### src/rtl/adc_frame_pkg.sv
// rtl/adc_frame_pkg.sv - shared constants and FSM encoding for the ADC frame builder
package adc_frame_pkg;

   localparam logic [7:0] SYNC0  = 8'hAA;
   localparam logic [7:0] SYNC1  = 8'h55;
   localparam int         MAX_CH = 64;
   localparam int         IDX_W  = 6;

   // Each state names the byte currently presented on TX_DATA.
   localparam logic [3:0] ST_IDLE  = 4'd0;
   localparam logic [3:0] ST_HDR0  = 4'd1;
   localparam logic [3:0] ST_HDR1  = 4'd2;
   localparam logic [3:0] ST_SEQ   = 4'd3;
   localparam logic [3:0] ST_CNT   = 4'd4;
   localparam logic [3:0] ST_CH_ID = 4'd5;
   localparam logic [3:0] ST_CH_HI = 4'd6;
   localparam logic [3:0] ST_CH_LO = 4'd7;
   localparam logic [3:0] ST_CSUM  = 4'd8;

endpackage

### src/rtl/adc_frame_builder_ch_mask_scan.sv
// rtl/adc_frame_builder_ch_mask_scan.sv - lowest-set-bit index and any-set flag over a channel mask
module ch_mask_scan
   import adc_frame_pkg::*;
#(
   parameter int N_CH = 16
) (
   input  logic [N_CH-1:0]  mask,
   output logic [IDX_W-1:0] idx,
   output logic             any
);

   // Scanning downward lets the lowest set bit be the last assignment.
   always_comb begin
      idx = '0;
      any = 1'b0;
      for (int i = N_CH - 1; i >= 0; i--) begin
         if (mask[i]) begin
            idx = IDX_W'(i);
            any = 1'b1;
         end
      end
   end

endmodule

### src/rtl/adc_frame_builder.sv
// rtl/adc_frame_builder.sv - decimated ADC snapshot serialised into a checksummed byte frame
module adc_frame_builder
   import adc_frame_pkg::*;
#(
   parameter int N_CH    = 16,
   parameter int DATA_W  = 16,
   parameter int DECIM_W = 16
) (
   input  logic                   CLK,
   input  logic                   RESET_n,
   input  logic [N_CH*DATA_W-1:0] CH_DATA,
   input  logic [N_CH-1:0]        CH_EN,
   input  logic                   TRIG,
   input  logic [DECIM_W-1:0]     DECIM,
   input  logic                   MODE,
   input  logic                   ARM,
   output logic [7:0]             TX_DATA,
   output logic                   TX_VALID,
   input  logic                   TX_READY,
   output logic                   BUSY,
   output logic                   OVERRUN,
   output logic [7:0]             FRAME_CNT
);

   logic [3:0]             state;
   logic [DECIM_W-1:0]     dec_cnt;
   logic                   armed;
   logic [N_CH*DATA_W-1:0] snap_data;
   logic [N_CH-1:0]        mask;
   logic [N_CH-1:0]        mask_rest;
   logic [7:0]             cnt_byte;
   logic [7:0]             csum;
   logic [7:0]             en_count;
   logic [IDX_W-1:0]       cur_idx;
   logic                   cur_any;
   logic [IDX_W-1:0]       nxt_idx;
   logic                   nxt_any;
   logic [7:0]             cur_id_byte;
   logic [7:0]             nxt_id_byte;
   logic [15:0]            cur_sample;
   logic                   qual;
   logic                   accept;
   logic                   xfer;

   assign qual        = TRIG && (dec_cnt == DECIM);
   assign accept      = qual && (state == ST_IDLE) && (!MODE || armed);
   assign xfer        = TX_VALID && TX_READY;
   assign mask_rest   = mask & (mask - N_CH'(1));
   assign cur_id_byte = {{(8-IDX_W){1'b0}}, cur_idx};
   assign nxt_id_byte = {{(8-IDX_W){1'b0}}, nxt_idx};

   ch_mask_scan #(.N_CH(N_CH)) u_scan_cur (
      .mask (mask),
      .idx  (cur_idx),
      .any  (cur_any)
   );

   // Lookahead past the current channel, used on its CH_LO transfer.
   ch_mask_scan #(.N_CH(N_CH)) u_scan_nxt (
      .mask (mask_rest),
      .idx  (nxt_idx),
      .any  (nxt_any)
   );

   always_comb begin
      en_count = '0;
      for (int i = 0; i < N_CH; i++) begin
         en_count = en_count + 8'(CH_EN[i]);
      end
   end

   always_comb begin
      cur_sample = 16'(snap_data[int'(cur_idx)*DATA_W +: DATA_W]);
   end

   always_ff @(posedge CLK or negedge RESET_n) begin
      if (!RESET_n) begin
         dec_cnt <= '0;
      end else if (TRIG) begin
         dec_cnt <= qual ? '0 : dec_cnt + DECIM_W'(1);
      end
   end

   // A new overrun outranks a simultaneous ARM clear.
   always_ff @(posedge CLK or negedge RESET_n) begin
      if (!RESET_n) begin
         armed   <= 1'b0;
         OVERRUN <= 1'b0;
      end else begin
         if (ARM) begin
            armed <= 1'b1;
         end else if (accept) begin
            armed <= 1'b0;
         end
         if (qual && BUSY) begin
            OVERRUN <= 1'b1;
         end else if (ARM) begin
            OVERRUN <= 1'b0;
         end
      end
   end

   always_ff @(posedge CLK or negedge RESET_n) begin
      if (!RESET_n) begin
         state     <= ST_IDLE;
         TX_DATA   <= 8'h00;
         TX_VALID  <= 1'b0;
         BUSY      <= 1'b0;
         FRAME_CNT <= 8'h00;
         snap_data <= '0;
         mask      <= '0;
         cnt_byte  <= 8'h00;
         csum      <= 8'h00;
      end else if (accept) begin
         snap_data <= CH_DATA;
         mask      <= CH_EN;
         cnt_byte  <= en_count;
         TX_DATA   <= SYNC0;
         TX_VALID  <= 1'b1;
         BUSY      <= 1'b1;
         state     <= ST_HDR0;
      end else if (xfer) begin
         case (state)
            ST_HDR0: begin
               TX_DATA <= SYNC1;
               state   <= ST_HDR1;
            end
            ST_HDR1: begin
               TX_DATA <= FRAME_CNT;
               csum    <= FRAME_CNT;
               state   <= ST_SEQ;
            end
            ST_SEQ: begin
               TX_DATA <= cnt_byte;
               csum    <= csum ^ cnt_byte;
               state   <= ST_CNT;
            end
            ST_CNT: begin
               if (cur_any) begin
                  TX_DATA <= cur_id_byte;
                  csum    <= csum ^ cur_id_byte;
                  state   <= ST_CH_ID;
               end else begin
                  TX_DATA <= csum;
                  state   <= ST_CSUM;
               end
            end
            ST_CH_ID: begin
               TX_DATA <= cur_sample[15:8];
               csum    <= csum ^ cur_sample[15:8];
               state   <= ST_CH_HI;
            end
            ST_CH_HI: begin
               TX_DATA <= cur_sample[7:0];
               csum    <= csum ^ cur_sample[7:0];
               state   <= ST_CH_LO;
            end
            ST_CH_LO: begin
               mask <= mask_rest;
               if (nxt_any) begin
                  TX_DATA <= nxt_id_byte;
                  csum    <= csum ^ nxt_id_byte;
                  state   <= ST_CH_ID;
               end else begin
                  TX_DATA <= csum;
                  state   <= ST_CSUM;
               end
            end
            ST_CSUM: begin
               TX_VALID  <= 1'b0;
               BUSY      <= 1'b0;
               FRAME_CNT <= FRAME_CNT + 8'd1;
               state     <= ST_IDLE;
            end
            default: begin
               TX_VALID <= 1'b0;
               BUSY     <= 1'b0;
               state    <= ST_IDLE;
            end
         endcase
      end
   end

endmodule

### config.mk
export PLATFORM = sky130hd
export DESIGN_NAME = adc_frame_builder
export DESIGN_NICKNAME = d
export VERILOG_FILES = /design/src/rtl/adc_frame_pkg.sv /design/src/rtl/adc_frame_builder_ch_mask_scan.sv /design/src/rtl/adc_frame_builder.sv
export SDC_FILE = /design/constraint.sdc
export NUM_CORES = 1
export LEC_CHECK = 0
export BUFFER_PORTS_ARGS = -buffer_cell sky130_fd_sc_hd__buf_2
export CORE_MARGIN = 5
export CORE_UTILIZATION = 51
export DETAILED_ROUTE_END_ITERATION = 10
export PLACE_DENSITY_LB_ADDON = 0.25
export SLEW_MARGIN = 20
export SYNTH_ARGS = -nofsm -noshare
export SYNTH_HDL_FRONTEND = slang
export SYNTH_HIERARCHICAL = 1
export SYNTH_SLANG_ARGS = --single-unit
### constraint.sdc
create_clock -name CLK -period 4.2 [get_ports CLK]
set_clock_uncertainty 0.15 [all_clocks]
set_input_delay 0.63 -clock CLK [delete_from_list [all_inputs] [get_ports CLK]]
set_output_delay 0.63 -clock CLK [all_outputs]
set_load 0.02 [all_outputs]
Word level (Yosys, flattened, before mapping)
Cells that the tools add are included.
W data, S select, Z words.

operators by class
  muxes and demuxes = 88
  shift-type cells = 1
  bitwise logic cells = 7
  equality and inequality tests = 12
  reduce and logical (&&, ||, !) cells = 20
  add/sub/neg operators = 18

operators with widths
  operator                 number
  $shiftx A256 B11 Y16     1
  $mux W4                  36
  $add A8 B1 Y8            8
  $mux W16                 4
  $pmux W8 S7              1
  $mux W8                  6
  $pmux W8 S6              1
  $mux W1                  39
  $pmux W4 S7              1
  $xor A8 B8 Y8            3
  $add A16 B1 Y16 const B  1
  $and A16 B16 Y16         1
  $eq A16 B16 Y1           1
  $eq A4 B3 Y1 const B     4
  $sub A16 B1 Y16 const B  1
  $xor A8 B6 Y8            2
  $add A7 B1 Y8            1
  $add A8 B1 Y8 const B    1
  $eq A4 B2 Y1 const B     2
  $reduce_bool A2 Y1       4
  $reduce_bool A8 Y1       1
  $add A6 B1 Y7            1
  $reduce_or A7 Y1         1
  $add A5 B1 Y6            1
  17 further kinds         24

word-level totals
  word-level logic and storage cells = 157
  bits in registers = 327
  output and inout port bits = 19
  bits of input ports = 294

Logic depth before layout (Yosys ltp)
  depth after elaboration = 22
  depth in mapped cells = 15
  mapped depth without buffers = 14

Hierarchy
The synthesis kept the hierarchy.

modules (own cells, without submodules)
  module             instances  area an instance (um^2)  seq. area each (um^2)  cells an instance
  adc_frame_builder  1          16288.1                  8107.8                 1775
  ch_mask_scan       2          197.7                    0.0                    36

Least setup slack after synthesis
No wires, ideal clock.

  path type = register to register
  start point = reg mask[2]
  end point = reg csum[3]
  arrival time = 3.676 ns
  cell stages (with the launch flop) = 15
  clock period less this slack = 3.957 ns
  path buffers = 1
  library setup time = 0.131 ns
  data required time = 3.919 ns
  setup slack = 0.243 ns
  cells stage by stage = dfrtp_1 > or4_4 > or3_1 > nor2_1 > nand2_1 > and2_1 > nor4_2 > and3_1 > nand4_1 > nand3b_1 > a21oi_2 > or4_1 > clkbuf_1 > o21ai_0 > or3_1

between the ends
  elaborated cells between the ends (all ways) = 51
  those cells by class = 1 x add/sub; 2 x eq/ne; 1 x shift; 41 x mux; 5 x bitwise; 1 x reduce/logical

RTL lines
  item                         line                                  text
  from (decl)                  adc_frame_builder.sv:29               logic [N_CH-1:0] mask;
  from (signal assigned)       adc_frame_builder.sv:159              mask <= mask_rest;
  $sub A16 B1 Y16              adc_frame_builder.sv:48               assign mask_rest = mask & (mask - N_CH'(1));
  $and A16 B16 Y16             adc_frame_builder.sv:48
  named net mask_rest[9]       adc_frame_builder.sv:30               logic [N_CH-1:0] mask_rest;
  $mux W1 (10 in a row)        adc_frame_builder_ch_mask_scan.sv:17  if (mask[i]) begin
  named net nxt_any            adc_frame_builder.sv:37               logic nxt_any;
  $ne A2 B2 Y1 (no line)       -
  $reduce_and A5 Y1 (no line)  -
  to (signal assigned)         adc_frame_builder.sv:135              csum <= csum ^ cnt_byte;
  to (signal assigned)         adc_frame_builder.sv:141              csum <= csum ^ cur_id_byte;
  to (signal assigned)         adc_frame_builder.sv:150              csum <= csum ^ cur_sample[15:8];
  to (decl)                    adc_frame_builder.sv:32               logic [7:0] csum;

The timed path passes the listed nets, and every way through them passes these cells. The select of a mux whose other input is x is not followed.
A chain may end at the register's enable or synchronous reset.

Final worst setup path
  start point = reg mask[2]
  end point = reg csum[1]

between the ends
  cells in the longest elaborated chain, start to end = 21
  elaborated cells between the ends (all ways) = 51
  those cells by class = 1 x add/sub; 2 x eq/ne; 1 x shift; 41 x mux; 5 x bitwise; 1 x reduce/logical

RTL lines
  item                     line                                  text
  $sub A16 B1 Y16          adc_frame_builder.sv:48
  $and A16 B16 Y16         adc_frame_builder.sv:48
  named net mask_rest[15]  adc_frame_builder.sv:30
  $mux W4 (16 in a row)    adc_frame_builder_ch_mask_scan.sv:17
  named net nxt_idx[1]     adc_frame_builder.sv:36               logic [IDX_W-1:0] nxt_idx;
  $xor A8 B6 Y8            adc_frame_builder.sv:162              csum <= csum ^ nxt_id_byte;
  $mux W8                  adc_frame_builder.sv:160              if (nxt_any) begin
  $pmux W8 S6              adc_frame_builder.sv:123              case (state)
  to (signal assigned)     adc_frame_builder.sv:135
  to (signal assigned)     adc_frame_builder.sv:155              csum <= csum ^ cur_sample[7:0];
  to (signal assigned)     adc_frame_builder.sv:162

The timed path passes the listed nets, and every way through them passes these cells. The select of a mux whose other input is x is not followed.

==> out/results.txt <==
status = completed
r2r startpoint = mask[2]
Worst path max stage delay = 0.60 ns
root buf cell = clkbuf_16
Cell Rows = 66
CP bufs+invs = 0
Final Net Count = 2434
via density per instance = 5.459
gr ovfl total = 0
synth top area cells = dfrtp_1 49%, nand2_1 19%, mux4_2 7.2%
ys flop type = dfrtp_1
YS warnings = 6
antenna-violating nets left = 0
gr usage total = 26.60%
Syn Area/Cell = 9.033 um^2
Syn Std Cell Area = 0.01668 mm^2
Util after Layout = 61.28%
hold slack = 0.01377 ns
port buffer count = 312
DR iter-0 viols = 1167
CP arrival = 4.20 ns
CTS Buf Count = 37
crit path max fanout = 7
Leakage = 10.32 nW
ys async rst share = 100.0%
Worst Setup End Kind = flip-flop
Core Area = 0.03245 mm^2
Final Cycle Share = 93.87%
CTS H-tree lvls = 2
Worst Hold Class = input pin to async pin
min Tclk post-route = 3.942 ns
R2R Path End = csum[1]
f_max = 253.7 MHz
Max VDD drop = 0.2707 mV
Initial Util = 51.41%
pwr dens = 350.4 mW/mm^2
largest net degree at the start of global routing = 211
RSZ-0062 raised after global routing = no
clk_lat worst skew = 0.53 ns
Max Cap Viol = 0
clk slew on worst S/H paths = 0.06 ns
chip width = 190.9 um
Worst Max-Slew Pin Slew = 1.048 ns
cells after synthesis = 1847
max_slew headroom = 30.10%
Worst Reg-to-Reg Cells = 13
multiplexer area fraction after synthesis = 10.14%
GP Congestion = 0.9081
area grow syn2layout = 19.20%
compound-cell area share of the yosys netlist = 7.815%
final setup vio count = 0
Slew Viols, Final = 0
clock buffer depth = 3
Crit Path Category = flip-flop to flip-flop
xor/xnor share of the synthesized area = 2.257%
Post-Synth Adder-Cell Area = 1.725%
crit-path leading delay family = compound AO/OA/AOI/OAI gates
Synth Register Bits = 324
initial antenna violation count = 2
layout cells sized above 1 = 22.62%
first-pass GRT wire length = 76730 um
Post-Synth Simple-Gate Area = 25.06%
Distinct cells, synth = 77
number of synthesized flops with an enable pin = 0
CTS tree = done
Setup crit start kind = flip-flop
CTS Hold Bufs = 0
post-synthesis sequential area ratio = 48.60%
DR vias = 14160
Setup TNS = 0 ns
Routed WL = 48590 um
HPWL Detailed = 35070 um
vias in the first global route = 14360
crit path cell chain = or4_4 -> and4bb_1 -> nand2_2 -> o41a_1 -> nor2_1 -> nor3_1 -> o31ai_1 -> a31oi_1 -> a221o_1 -> a32oi_1 -> nand2_1 -> o211ai_1 -> o211ai_1
drt pass-1 iters = 5
final hold viol count = 0
CP required = 4.45 ns
CTS sink count = 324
Die ar. = 0.03643 mm^2
most used cell, CP = o211ai_1
Slowest-stage cell, CP = or4_4
share of the synthesized area in the top cell type = 48.60%
leading area contributor after synthesis = dfrtp_1
Reg2Reg Setup Slack = 0.26 ns
largest family of logic cells by synthesized area = simple AND/OR/NAND/NOR gates
DRC Markers = 0
Vert. Die Dim = 190.9 um
Routed WL per cell = 18.74 um
# IOs = 313
metal layers:
layer	global-route usage (%)	share of wire (%)	vias to the layer above
met5	0	0	-
met4	7.873	2.8	0
met3	3.991	6.2	80
li1	-	-	6675
met2	43.32	48	501
met1	37.40	43	6899
sequential cells by signal, summed over array words and instances, names as in the netlist, 4 cells and up:
signal and count:
FRAME_CNT 8, TX_DATA 8, cnt_byte 5, csum 8, dec_cnt 16, mask 16
snap_data 256, state 4
report_power, final:
| group | leakage, nW | internal (mW) | switching (mW) |
|---|---|---|---|
| Combinational | 5.22 | 0.241 | 0.279 |
| Sequential | 4.48 | 3.15 | 0.0320 |
| Clock | 0.614 | 1.96 | 1.31 |
| Total | 10.3 | 5.35 | 1.62 |
cell usage in the layout (no fill, tap or decap), types with 7 or more instances in the layout:
master / Yosys / layout
o211ai_1: 8 / 8
buf_2: 44 / 311
fa_1: 10 / 10
nand3_1: 20 / 20
buf_12: 0 / 7
inv_1: 42 / 42
and2_1: 9 / 9
clkbuf_8: 0 / 13
xnor2_1: 28 / 28
mux4_2: 53 / 53
dfrtp_1: 324 / 324
nor3_1: 16 / 16
buf_4: 7 / 24
conb_1: 3 / 7
o22ai_1: 10 / 9
nand4_1: 15 / 15
or3_1: 10 / 10
xor2_1: 15 / 15
nor2_1: 43 / 43
o221ai_1: 8 / 8
clkbuf_16: 0 / 38
ha_1: 7 / 7
nand2_1: 845 / 845
a22oi_1: 10 / 10
mux2i_1: 43 / 43
o21ai_1: 28 / 28
nor2b_1: 18 / 18
o21ai_0: 23 / 23
a221oi_1: 8 / 8
clkbuf_1: 50 / 8
a21oi_1: 28 / 27
and3_1: 13 / 13
worst reg2reg max path: cells and delay by family (launching register included):
| family | cells | cell delay [ns] |
|---|---|---|
| DFF | 1 | 0.43 |
| AOI/OAI and AO/OA | 7 | 1.76 |
| and+or+nand+nor | 6 | 1.48 |
through the flow:
stage                     std cells  setup WS [ns]  area, um^2  total power [mW]
after CTS                      2591         0.1195       19880             7.025
after global placement         2526         0.1954       18640             3.740
final                          2593         0.2576       19890             6.968
after floorplan                1851         0.2426       16700             3.463
after detailed placement       2526         0.1135       18640             3.760
after global routing           2593        0.02946       19890             7.223
worst max path at each step:
stage,start,end,depth (start not counted)
6_report,mask[2],csum[1],13
3_5_place_dp,CH_EN[0],cnt_byte[2],12
4_1_cts,mask[2],csum[3],13
2_1_floorplan,mask[2],csum[3],14
3_3_place_gp,CH_EN[0],cnt_byte[2],12
5_1_grt,mask[2],csum[3],13
cells by family (layout without fill, tap and decap cells):
group | Yosys count | count (layout)
AND/OR/NAND/NOR | 1018 | 1018
flip-flops | 324 | 324
AO/OA/AOI/OAI | 186 | 186
buffers and inverters | 154 | 452
multiplexers | 102 | 102
XOR/XNOR | 43 | 43
adder cells (fa/ha/maj) | 17 | 17
other | 3 | 9
cell usage after synthesis, types with 13 or more instances:
| cell | count |
|---|---|
| a21oi_1 | 28 |
| and3_1 | 13 |
| buf_2 | 44 |
| clkbuf_1 | 50 |
| dfrtp_1 | 324 |
| inv_1 | 42 |
| mux2i_1 | 43 |
| mux4_2 | 53 |
| nand2_1 | 845 |
| nand3_1 | 20 |
| nand4_1 | 15 |
| nor2_1 | 43 |
| nor2b_1 | 18 |
| nor3_1 | 16 |
| o21ai_0 | 23 |
| o21ai_1 | 28 |
| xnor2_1 | 28 |
| xor2_1 | 15 |
what timing repair did:
| item | in CTS | in global routing |
|---|---|---|
| setup buffers | 0 | 0 |
| setup endpoints to repair | 0 | 5 |
| resized for setup | 0 | 1 |
final cells by class:
cell class                      count  area [um^2]
Fill cell                        2864        12570
Sequential cell                   324         8108
Multi-Input combinational cell   1373         7923
Timing Repair Buffer              343         1892
Clock buffer                       59         1160
Tap cell                          442        553.0
Inverter                           44        165.2
Clock inverter                      6        81.33
Antenna cell                        2        5.005
(Power assumes the default switching activity.)
